File: src/rtl/shiftrows_mixcolumns_addkey_block_if.sv
// Beat-level bus of the AES round back-end: upstream state/key/tag beat in,
// round result beat out, each side with its own valid/ready pair.
interface shiftrows_mixcolumns_addkey_block_if #(
    parameter int NB_BYTE  = 8,
    parameter int N_BYTES  = 16,
    parameter int NB_ROUND = 4
);
    logic [NB_BYTE*N_BYTES-1:0] in_state;
    logic [NB_BYTE*N_BYTES-1:0] in_round_key;
    logic [NB_ROUND-1:0]        in_round;
    logic                       in_last_round;
    logic                       in_valid;
    logic                       in_ready;

    logic [NB_BYTE*N_BYTES-1:0] out_state;
    logic [NB_ROUND-1:0]        out_round;
    logic                       out_last_round;
    logic                       out_valid;
    logic                       out_ready;

    modport slave (
        input  in_state,
        input  in_round_key,
        input  in_round,
        input  in_last_round,
        input  in_valid,
        output in_ready,
        output out_state,
        output out_round,
        output out_last_round,
        output out_valid,
        input  out_ready
    );

    modport master (
        output in_state,
        output in_round_key,
        output in_round,
        output in_last_round,
        output in_valid,
        input  in_ready,
        input  out_state,
        input  out_round,
        input  out_last_round,
        input  out_valid,
        output out_ready
    );
endinterface

File: src/rtl/shiftrows_mixcolumns_addkey_block.sv
// AES round back-end: ShiftRows -> MixColumns (skipped on the final round) -> AddRoundKey,
// as a two-stage valid/ready pipeline carrying the round tag and last flag with the data.
module shiftrows_mixcolumns_addkey_block #(
    parameter int NB_BYTE  = 8,
    parameter int N_BYTES  = 16,
    parameter int NB_ROUND = 4
) (
    input  logic                                  clk_i,
    input  logic                                  rst_i,
    shiftrows_mixcolumns_addkey_block_if.slave    bus
);

    localparam int NB_STATE = NB_BYTE * N_BYTES;
    localparam int N_COLS   = N_BYTES / 4;

    generate
        if (NB_BYTE != 8) begin : g_bad_nb_byte
            $error("shiftrows_mixcolumns_addkey_block: NB_BYTE must be 8");
        end
        if (N_BYTES != 16) begin : g_bad_n_bytes
            $error("shiftrows_mixcolumns_addkey_block: N_BYTES must be 16");
        end
    endgenerate

    function automatic logic [7:0] xtime(input logic [7:0] b);
        return {b[6:0], 1'b0} ^ (b[7] ? 8'h1B : 8'h00);
    endfunction

    // One state column: rows {2,3,1,1} {1,2,3,1} {1,1,2,3} {3,1,1,2}; byte r of col sits at col[r*8+:8].
    function automatic logic [31:0] mix_column(input logic [31:0] col);
        logic [7:0] b0;
        logic [7:0] b1;
        logic [7:0] b2;
        logic [7:0] b3;
        logic [31:0] res;
        b0 = col[7:0];
        b1 = col[15:8];
        b2 = col[23:16];
        b3 = col[31:24];
        res[7:0]   = xtime(b0) ^ xtime(b1) ^ b1 ^ b2 ^ b3;
        res[15:8]  = b0 ^ xtime(b1) ^ xtime(b2) ^ b2 ^ b3;
        res[23:16] = b0 ^ b1 ^ xtime(b2) ^ xtime(b3) ^ b3;
        res[31:24] = xtime(b0) ^ b0 ^ b1 ^ b2 ^ xtime(b3);
        return res;
    endfunction

    function automatic logic [NB_STATE-1:0] mix_columns(input logic [NB_STATE-1:0] st);
        logic [NB_STATE-1:0] res;
        res = '0;
        for (int c = 0; c < N_COLS; c++) begin
            res[c*32 +: 32] = mix_column(st[c*32 +: 32]);
        end
        return res;
    endfunction

    // Row r rotates left by r columns: out[r+4c] = in[r+4*((c+r)%4)].
    function automatic logic [NB_STATE-1:0] shift_rows(input logic [NB_STATE-1:0] st);
        logic [NB_STATE-1:0] res;
        res = '0;
        for (int c = 0; c < N_COLS; c++) begin
            for (int r = 0; r < 4; r++) begin
                res[(r + 4*c)*NB_BYTE +: NB_BYTE] = st[(r + 4*((c + r) % 4))*NB_BYTE +: NB_BYTE];
            end
        end
        return res;
    endfunction

    logic                s1_valid_q;
    logic                s1_valid_d;
    logic [NB_STATE-1:0] s1_mc_q;
    logic [NB_STATE-1:0] s1_mc_d;
    logic [NB_STATE-1:0] s1_key_q;
    logic [NB_STATE-1:0] s1_key_d;
    logic [NB_ROUND-1:0] s1_round_q;
    logic [NB_ROUND-1:0] s1_round_d;
    logic                s1_last_q;
    logic                s1_last_d;

    logic                o_valid_q;
    logic                o_valid_d;
    logic [NB_STATE-1:0] o_state_q;
    logic [NB_STATE-1:0] o_state_d;
    logic [NB_ROUND-1:0] o_round_q;
    logic [NB_ROUND-1:0] o_round_d;
    logic                o_last_q;
    logic                o_last_d;

    logic [NB_STATE-1:0] sr_s;
    logic [NB_STATE-1:0] mc_s;
    logic                adv1_s;
    logic                adv2_s;

    // Round datapath on the incoming beat; the final round bypasses MixColumns.
    always_comb begin
        sr_s = shift_rows(bus.in_state);
        if (bus.in_last_round) begin
            mc_s = sr_s;
        end else begin
            mc_s = mix_columns(sr_s);
        end
    end

    // Stage advance: ready depends only on downstream ready and stage occupancy, never on in_valid.
    always_comb begin
        adv2_s = ~o_valid_q | bus.out_ready;
        adv1_s = ~s1_valid_q | adv2_s;
    end

    // Next-state for both stages; data registers load only when a valid beat advances into them.
    always_comb begin
        s1_valid_d = s1_valid_q;
        s1_mc_d    = s1_mc_q;
        s1_key_d   = s1_key_q;
        s1_round_d = s1_round_q;
        s1_last_d  = s1_last_q;
        o_valid_d  = o_valid_q;
        o_state_d  = o_state_q;
        o_round_d  = o_round_q;
        o_last_d   = o_last_q;

        if (adv1_s) begin
            s1_valid_d = bus.in_valid;
            if (bus.in_valid) begin
                s1_mc_d    = mc_s;
                s1_key_d   = bus.in_round_key;
                s1_round_d = bus.in_round;
                s1_last_d  = bus.in_last_round;
            end else begin
                s1_mc_d    = s1_mc_q;
            end
        end else begin
            s1_valid_d = s1_valid_q;
        end

        if (adv2_s) begin
            o_valid_d = s1_valid_q;
            if (s1_valid_q) begin
                o_state_d = s1_mc_q ^ s1_key_q;
                o_round_d = s1_round_q;
                o_last_d  = s1_last_q;
            end else begin
                o_state_d = o_state_q;
            end
        end else begin
            o_valid_d = o_valid_q;
        end
    end

    // Pipeline registers; reset drops every in-flight beat at once.
    always_ff @(posedge clk_i or posedge rst_i) begin
        if (rst_i) begin
            s1_valid_q <= 1'b0;
            s1_mc_q    <= '0;
            s1_key_q   <= '0;
            s1_round_q <= '0;
            s1_last_q  <= 1'b0;
            o_valid_q  <= 1'b0;
            o_state_q  <= '0;
            o_round_q  <= '0;
            o_last_q   <= 1'b0;
        end else begin
            s1_valid_q <= s1_valid_d;
            s1_mc_q    <= s1_mc_d;
            s1_key_q   <= s1_key_d;
            s1_round_q <= s1_round_d;
            s1_last_q  <= s1_last_d;
            o_valid_q  <= o_valid_d;
            o_state_q  <= o_state_d;
            o_round_q  <= o_round_d;
            o_last_q   <= o_last_d;
        end
    end

    assign bus.in_ready       = adv1_s;
    assign bus.out_valid      = o_valid_q;
    assign bus.out_state      = o_state_q;
    assign bus.out_round      = o_round_q;
    assign bus.out_last_round = o_last_q;

endmodule

File: src/flat_wrapper.sv
// flat-port wrapper written by rule: the top's interface ports become plain ports
module shiftrows_mixcolumns_addkey_block_flat 
#(
    parameter int NB_BYTE  = 8,
    parameter int N_BYTES  = 16,
    parameter int NB_ROUND = 4
)
  (clk_i, rst_i, bus_in_state, bus_in_round_key, bus_in_round, bus_in_last_round, bus_in_valid, bus_in_ready, bus_out_state, bus_out_round, bus_out_last_round, bus_out_valid, bus_out_ready);
  shiftrows_mixcolumns_addkey_block_if #(.NB_BYTE(NB_BYTE), .N_BYTES(N_BYTES), .NB_ROUND(NB_ROUND)) bus_i ();
  input  logic clk_i;
  input  logic rst_i;
  input wire logic [$bits(bus_i.in_state)-1:0] bus_in_state;
  input wire logic [$bits(bus_i.in_round_key)-1:0] bus_in_round_key;
  input wire logic [$bits(bus_i.in_round)-1:0] bus_in_round;
  input wire logic [$bits(bus_i.in_last_round)-1:0] bus_in_last_round;
  input wire logic [$bits(bus_i.in_valid)-1:0] bus_in_valid;
  output wire logic [$bits(bus_i.in_ready)-1:0] bus_in_ready;
  output wire logic [$bits(bus_i.out_state)-1:0] bus_out_state;
  output wire logic [$bits(bus_i.out_round)-1:0] bus_out_round;
  output wire logic [$bits(bus_i.out_last_round)-1:0] bus_out_last_round;
  output wire logic [$bits(bus_i.out_valid)-1:0] bus_out_valid;
  input wire logic [$bits(bus_i.out_ready)-1:0] bus_out_ready;
  assign bus_i.in_state = bus_in_state;
  assign bus_i.in_round_key = bus_in_round_key;
  assign bus_i.in_round = bus_in_round;
  assign bus_i.in_last_round = bus_in_last_round;
  assign bus_i.in_valid = bus_in_valid;
  assign bus_in_ready = bus_i.in_ready;
  assign bus_out_state = bus_i.out_state;
  assign bus_out_round = bus_i.out_round;
  assign bus_out_last_round = bus_i.out_last_round;
  assign bus_out_valid = bus_i.out_valid;
  assign bus_i.out_ready = bus_out_ready;
  shiftrows_mixcolumns_addkey_block #(.NB_BYTE(NB_BYTE), .N_BYTES(N_BYTES), .NB_ROUND(NB_ROUND)) u_core (.clk_i(clk_i), .rst_i(rst_i), .bus(bus_i));
endmodule
File: config.mk
export PLATFORM = sky130hd
export DESIGN_NAME = shiftrows_mixcolumns_addkey_block_flat
export DESIGN_NICKNAME = d
export VERILOG_FILES = /design/src/rtl/shiftrows_mixcolumns_addkey_block_if.sv /design/src/rtl/shiftrows_mixcolumns_addkey_block.sv /design/src/flat_wrapper.sv
export SDC_FILE = /design/constraint.sdc
export NUM_CORES = 1
export LEC_CHECK = 0
export ABC_AREA = 1
export CAP_MARGIN = 10
export CORE_AREA = 5 5 239 241
export CTS_CLUSTER_SIZE = 28
export DETAILED_ROUTE_END_ITERATION = 12
export DIE_AREA = 0 0 244 246
export PLACE_DENSITY = 0.69
export SYNTH_ARGS = -nofsm -noshare
export SYNTH_HDL_FRONTEND = slang
export SYNTH_SLANG_ARGS = --single-unit
File: constraint.sdc
create_clock -name clk_i -period 15.3 [get_ports clk_i]
set_input_delay 2.295 -clock clk_i [delete_from_list [all_inputs] [get_ports clk_i]]
set_output_delay 2.295 -clock clk_i [all_outputs]
set_load 0.01 [all_outputs]
==> results of run 1 <==
registers in the layout, summed over array words and instances, names as in the netlist:
name / cells
u_core.s1_round_q: 4
u_core.s1_valid_q: 1
u_core.s1_key_q: 128
u_core.bus.out_valid: 1
u_core.bus.out_round: 4
u_core.s1_mc_q: 128
u_core.bus.out_last_round: 1
u_core.bus.out_state: 128
u_core.s1_last_q: 1
per-stage QoR:
step	setup slack (ns)	util [%]	instances
detailed placement	9.52	51.9	4640
global placement	9.53	51.9	4640
CTS	9.52	54.5	4718
finish	9.52	54.6	4726
global route	9.48	54.5	4724
floorplan	1.99	-	3694
layer usage:
metal	vias up	share of wire [%]	GRT usage (%)
li1	11984	-	-
met1	10878	45	32.4
met2	594	47	38.4
met3	122	6.1	4.43
met4	14	2.3	5.97
met5	-	0.14	0
synth_stat cells:
cell,instances,area share [%]
clkbuf_1,27,0.42
inv_1,180,2.8
o21a_1,2,0.062
o21ai_0,143,2.9
xnor2_1,162,5.8
nand3_1,252,5.2
nor2_1,68,1.0
buf_4,23,0.71
a21oi_1,134,2.8
buf_1,1,0.015
o21ai_1,23,0.47
inv_2,14,0.22
inv_4,2,0.051
nand3b_1,3,0.093
o21bai_1,3,0.093
nand3_2,1,0.041
clkbuf_2,18,0.37
dfrtp_1,396,41
xor2_1,27,0.97
nand2_2,3,0.077
mux2_1,1,0.046
nand2_1,2109,33
buf_6,15,0.69
buf_2,86,1.8
clkinv_1,1,0.015
tightest hold or removal path, delay by kind of cell, from the launching register on:
family / cells / cell delay [ns]
AOI/OAI and AO/OA: 1 / 0.05
DFF: 1 / 0.34
and+or+nand+nor: 1 / 0.05
power groups by stage:
| stage | combinational, W | clock [W] | sequential [W] |
|---|---|---|---|
| finish | 0.00118 | 0.00107 | 0.00149 |
| CTS | 0.00119 | 0.00110 | 0.00149 |
| global placement | 0.00116 | 0 | 0.00150 |
| global route | 0.00131 | 0.00114 | 0.00152 |
| floorplan | 0.000598 | 0 | 0.00153 |
| detailed placement | 0.00119 | 0 | 0.00150 |
how the worst max path moves through the flow:
stage	startpoint	end	slack (ns)	cells past startpoint
final	bus_out_ready	bus_in_ready	9.52	4
after global routing	bus_out_ready	bus_in_ready	9.48	4
after CTS	bus_out_ready	bus_in_ready	9.52	4
after detailed placement	bus_out_ready	bus_in_ready	9.52	4
after global placement	bus_out_ready	bus_in_ready	9.53	4
after floorplan	rst_i	u_core.bus.out_last_round	1.99	1
cell families after synthesis:
kind of cell,share of synthesized area (%)
flip-flops,40.8
AND/OR/NAND/NOR,39.0
buffers and inverters,7.04
multiplexers,0.0463
AO/OA/AOI/OAI,6.33
XOR/XNOR,6.81
final cells by class:
cell class	count	area (µm²)	share of cell area (%)
inverter	197	757	2.54
clock inverter	17	161	0.541
multi-input combinational	2931	12700	42.6
tap	704	881	2.95
timing repair buffer	412	4090	13.7
clock buffer	61	1290	4.31
sequential	396	9910	33.2
antenna	8	20.0	0.0671
==> flow_metrics.tcl, run 1 <==
set metrics [dict create \
    hold_depth 2 \
    outcome "finished, final reports clean" \
    reg2reg_depth 7 \
    r2r_slack_ns 12.24 \
    worst_pin_slew_ns 1.04 \
    crit_arrival_ns 3.48 \
    port_buffers 399 \
    grt_max_degree 166 \
    gp_congestion 0.908 \
    relSlewSlack_pct 31.0 \
    min_from "u_core.bus.out_state[70]" \
    firstDrtPassIters 6 \
    netlist_area_um2 24300 \
    max_freq_ghz 0.173 \
    clock_latency_ns 0.57 \
    critical_path_buf_inv_count 3 \
    drive_gt1_share_pct 2.67 \
    first_iter_violations 1766 \
    numCtsBuffers 45 \
    die-area_um2 60000 \
    cp-start-kind "primary input" \
    slowest_delay_ns 0.56 \
    syn_inst 3694 \
    ant_nets 0 \
    yosysWarnings 0 \
    yosysSeqAreaShare_pct 40.8 \
    post-cts-setup-buffers 0 \
    finClkSkew_ns 0.0175 \
    synth-seq-cells 396 \
    critPathMostFrequentCell "clkdlybuf4s50_1" \
    critPathSlowestCell "clkdlybuf4s50_1" \
    track_usage_pct 23.5 \
    grt_antenna_before_repair 15 \
    post_cts_resized 0 \
    finalSetupTns_ns 0 \
    p_per_area_nw_per_um2 125 \
    remaining_drc_errors 0 \
    post-dp-hpwl_mm 51.9 \
    yosys.cell_types.count 25 \
    clock-root-buffer "clkbuf_16" \
    final_cell_mix "nand2_1, clkdlybuf4s50_1, dfrtp_1" \
    p_switching_w 0.00124 \
    p_clk_share_pct 28.7 \
    min_period_ns 5.78 \
    fin_hold_ws_ns 0.477 \
    p_seq_share_pct 39.8 \
    start_util_pct 44.5 \
    pwr-share-comb_pct 31.5 \
    hold_violations 0 \
    wire_per_inst_um 15.5 \
    switching_share_pct 33.2 \
    total_leakage_power_nw 15.7 \
    worstHoldEndpoint "u_core.bus.out_state[70]" \
    r2r-end "u_core.s1_mc_q[34]" \
    setup_viol_count_final 0 \
    min_period_over_period_pct 37.8 \
    avgSynthCellArea_um2 6.58 \
    grt_pass1_vias 21558 \
    cp_cell_sequence "clkdlybuf4s50_1 > inv_1 > nand3_2 > clkdlybuf4s50_1" \
    critPathKind "in -> out" \
    grt_pass1_wl_mm 116 \
    layout_commonest_cell "nand2_1" \
    syn_to_final_growth_pct 22.7 \
    die_x_um 244 \
    io_pins 400 \
    clkTransAtPathRegs_ns 0.06 \
    h-tree-depth 2 \
    total_power_w 0.00374 \
    cp_top_family "buffers and inverters" \
    via_count 23592 \
    grt_setup_unrepaired "no" \
    cts_buffer_depth 3 \
    fin_nets 4248 \
    die_y_um 246 \
    core_um2 54700 \
    ir_drop_v 0.0000937 \
    min_path_type "reg -> reg" \
    vias_per_cell 4.99 \
    syn-num-nets 3959 \
    slew_violations 0 \
    gr-total-overflow 0 \
    postLayoutCellArea_um2 29800 \
    cp_max_fo 3 \
    n_fill_cell 5433 \
    maxCapViolCount 0 \
    crit_required_ns 13.01 \
    cp-end-kind "output port" \
    placed_cell_area_um2 28400 \
    finalWirelength_mm 73.2 \
    internal-power_w 0.00250 \
    regToRegStartpoint "u_core.s1_valid_q" \
    cts.hold.buffers_added 0 \
    num_rows 86 \
    tritoncts "done" \
    clock-sinks 396 \
]
Note: power is estimated with default switching activity, not from simulation.
==> run 2: changes to the inputs <==
- PLACE_DENSITY: 0.69 -> 0.71
- clock period: 15.3 -> 5.2 ns (I/O delays scaled with it)
==> run 2 against run 1 <==
  * Critical endpoint is now u_core.s1_key_q[48]
  * Flip-flop and latch count unchanged
  * Largest cell class unchanged
  * Hold slack better by 0.0020 ns
  * Wire length up 1.3%
==> flow_metrics.tcl, run 2 (synthesis results as in run 1) <==
set metrics [dict create \
    gr-total-overflow 0 \
    p_per_area_nw_per_um2 373 \
    maxCapViolCount 0 \
    slew_violations 0 \
    met2_usage_pct 40.1 \
    critPathKind "in -> reg" \
    clock-sinks 396 \
    setup_viol_count_final 0 \
    grt_pass1_vias 22118 \
    port_buffers 399 \
    finClkSkew_ns 0.0129 \
    max_freq_ghz 0.354 \
    slowest_delay_ns 0.77 \
    fin_util_pct 55.0 \
    vias_per_cell 5.02 \
    stdcell_count 4734 \
    critPathMostFrequentCell "nand2_1" \
    final_cell_mix "nand2_1, clkdlybuf4s50_1, dfrtp_1" \
    layout_commonest_cell "nand2_1" \
    die_x_um 244 \
    cp_max_fo 102 \
    clock-root-buffer "clkbuf_16" \
    min_period_over_period_pct 54.3 \
    gp_congestion 0.891 \
    total_leakage_power_nw 15.8 \
    hold_depth 2 \
    finalWirelength_mm 74.1 \
    grt_pass1_wl_mm 118 \
    critPathSlowestCell "inv_4" \
    reg2reg_depth 6 \
    crit_required_ns 5.70 \
    core_um2 54700 \
    crit_arrival_ns 3.33 \
    numCtsBuffers 46 \
    grt_setup_unrepaired "no" \
    worst_pin_slew_ns 0.933 \
    ir_drop_v 0.000211 \
    die_y_um 246 \
    via_count 23756 \
    hold_violations 0 \
    post-cts-setup-buffers 0 \
    track_usage_pct 23.9 \
    syn_to_final_growth_pct 23.6 \
    cp-end-kind "register" \
    cts_buffer_depth 3 \
    tritoncts "done" \
    grt_max_degree 175 \
    wire_per_inst_um 15.7 \
    outcome "finished, final reports clean" \
    firstDrtPassIters 5 \
    post-dp-hpwl_mm 52.6 \
    grt_util_met1_pct 32.4 \
    min_period_ns 2.82 \
    relSlewSlack_pct 37.8 \
    min_path_type "reg -> reg" \
    fin_nets 4253 \
    start_util_pct 44.5 \
    clkTransAtPathRegs_ns 0.06 \
    clock_latency_ns 0.57 \
    drive_gt1_share_pct 2.96 \
    cp_cell_sequence "clkdlybuf4s50_1 > inv_1 > nand3_2 > nand2_8 > inv_4 > buf_4 > nand2_1 > nand2_1" \
    die-area_um2 60000 \
    remaining_drc_errors 0 \
    post_cts_resized 0 \
    ant_nets 0 \
    cts.hold.buffers_added 0 \
    cp-start-kind "primary input" \
    grt_antenna_before_repair 13 \
    h-tree-depth 2 \
    io_pins 400 \
    num_rows 86 \
    dpl.cell_count 4644 \
    use_met3_pct 4.11 \
    busiest_layer "met2" \
    first_iter_violations 1822 \
]
==> run 2: changes by cell type in the layout (fill, tap and decap cells not counted), sizes merged <==
cell and change:
bufinv +1, clkbuf -3, buf +4, diode +1
clkinvlp +5
==> run 2: final cells by class <==
| type | instances | area, µm² |
|---|---|---|
| sequential | 396 | 9910 |
| inverter | 197 | 753 |
| tap | 704 | 881 |
| fill | 5259 | 24600 |
| clock buffer | 58 | 1320 |
| timing repair buffer | 416 | 4210 |
| multi-input combinational | 2931 | 12700 |
| clock inverter | 23 | 231 |
| antenna | 9 | 22.5 |
==> run 2: final timing paths <==
path	from	slack (ns)	end
setup reg to reg	u_core.s1_valid_q	2.58	u_core.s1_key_q[48]
max in group asynchronous	rst_i	3.29	u_core.s1_mc_q[114]
setup / recovery	bus_out_ready	2.38	u_core.s1_key_q[48]
hold reg to reg	u_core.bus.out_state[52]	0.48	u_core.bus.out_state[52]
min in group asynchronous	rst_i	0.74	u_core.bus.out_state[44]
hold / removal	u_core.bus.out_state[52]	0.48	u_core.bus.out_state[52]
==> run 2: metal layers <==
metal  wire (µm)  part of all wire, %  up-vias
met5          69                0.093        -
met4        1670                  2.2       10
met3        4580                  6.2      102
met2       35100                   47      654
met1       32800                   44    10984
li1            -                    -    12006
==> run 2: worst max-delay path: cells and delay by family <==
kind | cells | cell delay, ns
buffers and inverters | 4 | 1.74
and+or+nand+nor | 4 | 0.68
==> run 2: through the flow <==
step           setup WS [ns]  area (µm²)  power [W]  hold WS (ns)  setup TNS (ns)
6_report                2.38       30000     0.0112         0.479               0
2_1_floorplan         -0.910       24300    0.00627         0.446         -360.29
5_1_grt                 2.26       30000     0.0119         0.498               0
4_1_cts                 2.44       30000     0.0113         0.484               0
3_5_place_dp            1.82       28500    0.00793         0.470               0
3_3_place_gp            1.84       28500    0.00786         0.462               0
==> run 2: power breakdown <==
part	total, W	leakage, nW	internal [W]	switching, W
clock	0.00332	0.753	0.00195	0.00137
sequential	0.00439	4.84	0.00385	0.000541
combinational	0.00349	10.2	0.00168	0.00181
==> run 3: changes to the inputs <==
- PLACE_DENSITY: 0.71 -> 0.69
- clock period: 5.2 -> 2.7 ns (I/O delays scaled with it)
==> run 3 against run 2 <==
  * Sequential power grew 93%
  * Final area up 2.0%
  * Highest routed layer unchanged
  * Hold slack worse by 0.28 ns
  * Critical path type is now reg -> out
  * Clock power is 110% higher
  * Die area unchanged
  * Utilization rose by 1.1 points
  * Critical endpoint is now bus_in_ready
  * Wire length up 2.0%
  * Register-to-register slack worse by 1.7 ns
  * Critical path depth fell by 6
  * Global-route usage is 0.48 points higher
  * Combinational power grew 95%
==> flow_metrics.tcl, run 3 (synthesis results as in run 1) <==
set metrics [dict create \
    outcome "finished, final reports clean" \
    postLayoutCellArea_um2 30600 \
    core_um2 54700 \
    multi_input_area_um2 12700 \
    die_y_um 246 \
    numCtsBuffers 46 \
    total_leakage_power_nw 16.1 \
    max_freq_ghz 0.455 \
    min_period_ns 2.20 \
    n_fill_cell 5302 \
    num_rows 86 \
    ant_nets 0 \
    hold_violations 0 \
    fin_nets 4289 \
    min_path_type "in -> async" \
    first_iter_violations 1831 \
    wire_per_inst_um 15.8 \
    clkTransAtPathRegs_ns 0.06 \
    clock-sinks 396 \
    setup_viol_count_final 0 \
    grt_pass1_vias 22313 \
    finalWirelength_mm 75.7 \
    worst_pin_slew_ns 0.701 \
    cp-start-kind "register" \
    p_clk_share_pct 31.2 \
    switching_share_pct 32.3 \
    cts_buffer_depth 3 \
    track_usage_pct 24.4 \
    finClkSkew_ns 0.0168 \
    crit_arrival_ns 1.79 \
    via_count 24077 \
    tritoncts "done" \
    p_seq_share_pct 38.1 \
    regArea_um2 9910 \
    gp_congestion 0.932 \
    placed_cell_area_um2 28900 \
    layout_commonest_cell "nand2_1" \
    relSlewSlack_pct 53.2 \
    pwr-share-comb_pct 30.7 \
    p_per_area_nw_per_um2 726 \
    drive_gt1_share_pct 3.79 \
    internal-power_w 0.0151 \
    p_switching_w 0.00717 \
    io_pins 400 \
    grt_max_degree 124 \
    ir_drop_v 0.000489 \
    start_util_pct 44.5 \
    pre_cts_slack_ns 0.486 \
    clock-root-buffer "clkbuf_16" \
    slew_violations 0 \
    fin_ws_ns 0.501 \
    die_x_um 244 \
    firstDrtPassIters 6 \
    gr-total-overflow 0 \
    port_buffers 399 \
    post-cts-setup-buffers 0 \
    reg2reg_depth 7 \
    maxCapViolCount 0 \
    vias_per_cell 5.04 \
    cp-end-kind "output port" \
    h-tree-depth 2 \
    crit_required_ns 2.30 \
    grt_setup_unrepaired "no" \
    remaining_drc_errors 0 \
    cts.hold.buffers_added 0 \
    grt_pass1_wl_mm 120 \
    grt_antenna_before_repair 17 \
    syn_to_final_growth_pct 26.0 \
    clock_latency_ns 0.58 \
    post-dp-hpwl_mm 55.6 \
    die-area_um2 60000 \
    final_cell_mix "nand2_1, clkdlybuf4s50_1, dfrtp_1" \
    cp_max_fo 3 \
    min_period_over_period_pct 81.4 \
    critPathKind "reg -> out" \
    post_cts_resized 0 \
    total_power_w 0.0222 \
]
-- run 3: worst paths after layout --
check / from / end / slack, ns
min reg2reg: u_core.bus.out_state[73] / u_core.bus.out_state[73] / 0.48
min in group clk_i: bus_in_round_key[123] / u_core.s1_key_q[123] / 0.35
max: u_core.s1_valid_q / bus_in_ready / 0.50
max in group asynchronous: rst_i / u_core.s1_key_q[92] / 1.64
max reg2reg: u_core.s1_valid_q / u_core.s1_mc_q[51] / 0.84
min: rst_i / u_core.s1_key_q[41] / 0.19
-- run 3: layout make-up --
type / count / area share, %
clock inverters: 21 / 1.07
clock buffers: 65 / 4.49
repair buffers: 452 / 15.1
well taps: 704 / 2.88
multi-input cells: 2931 / 41.5
inverters: 197 / 2.46
diodes: 11 / 0.0899
flip-flops and latches: 396 / 32.4
-- run 3: power by group through the flow --
| stage | Clock (W) | Sequential (W) | Combinational [W] |
|---|---|---|---|
| floorplan | 0 | 0.00869 | 0.00339 |
| detailed placement | 0 | 0.00854 | 0.00685 |
| CTS | 0.00710 | 0.00847 | 0.00689 |
| finish | 0.00695 | 0.00847 | 0.00682 |
| global route | 0.00734 | 0.00865 | 0.00757 |
| global placement | 0 | 0.00853 | 0.00676 |
-- run 3: stage by stage --
| step | setup TNS, ns | hold slack (ns) | utilization, % | std cells |
|---|---|---|---|---|
| floorplan | -1201.79 | 0.446 | - | 3694 |
| detailed placement | 0 | 0.472 | 52.9 | 4680 |
| finish | 0 | 0.195 | 56.0 | 4777 |
| CTS | 0 | 0.176 | 56.0 | 4766 |
| global placement | 0 | 0.464 | 52.9 | 4680 |
| global route | 0 | 0.201 | 56.0 | 4774 |
-- run 3: layer usage --
| metal | routed length, µm | track usage, % |
|---|---|---|
| met1 | 33400 | 33.0 |
| met2 | 35600 | 40.4 |
| met3 | 4600 | 4.53 |
| met4 | 1970 | 6.90 |
| met5 | 88 | 0 |
-- run 3: critical path, cell delays in order (launching register included) --
cell             delay (ns)
dfrtp_1                0.45
nand3_2                0.17
clkdlybuf4s50_1        0.59
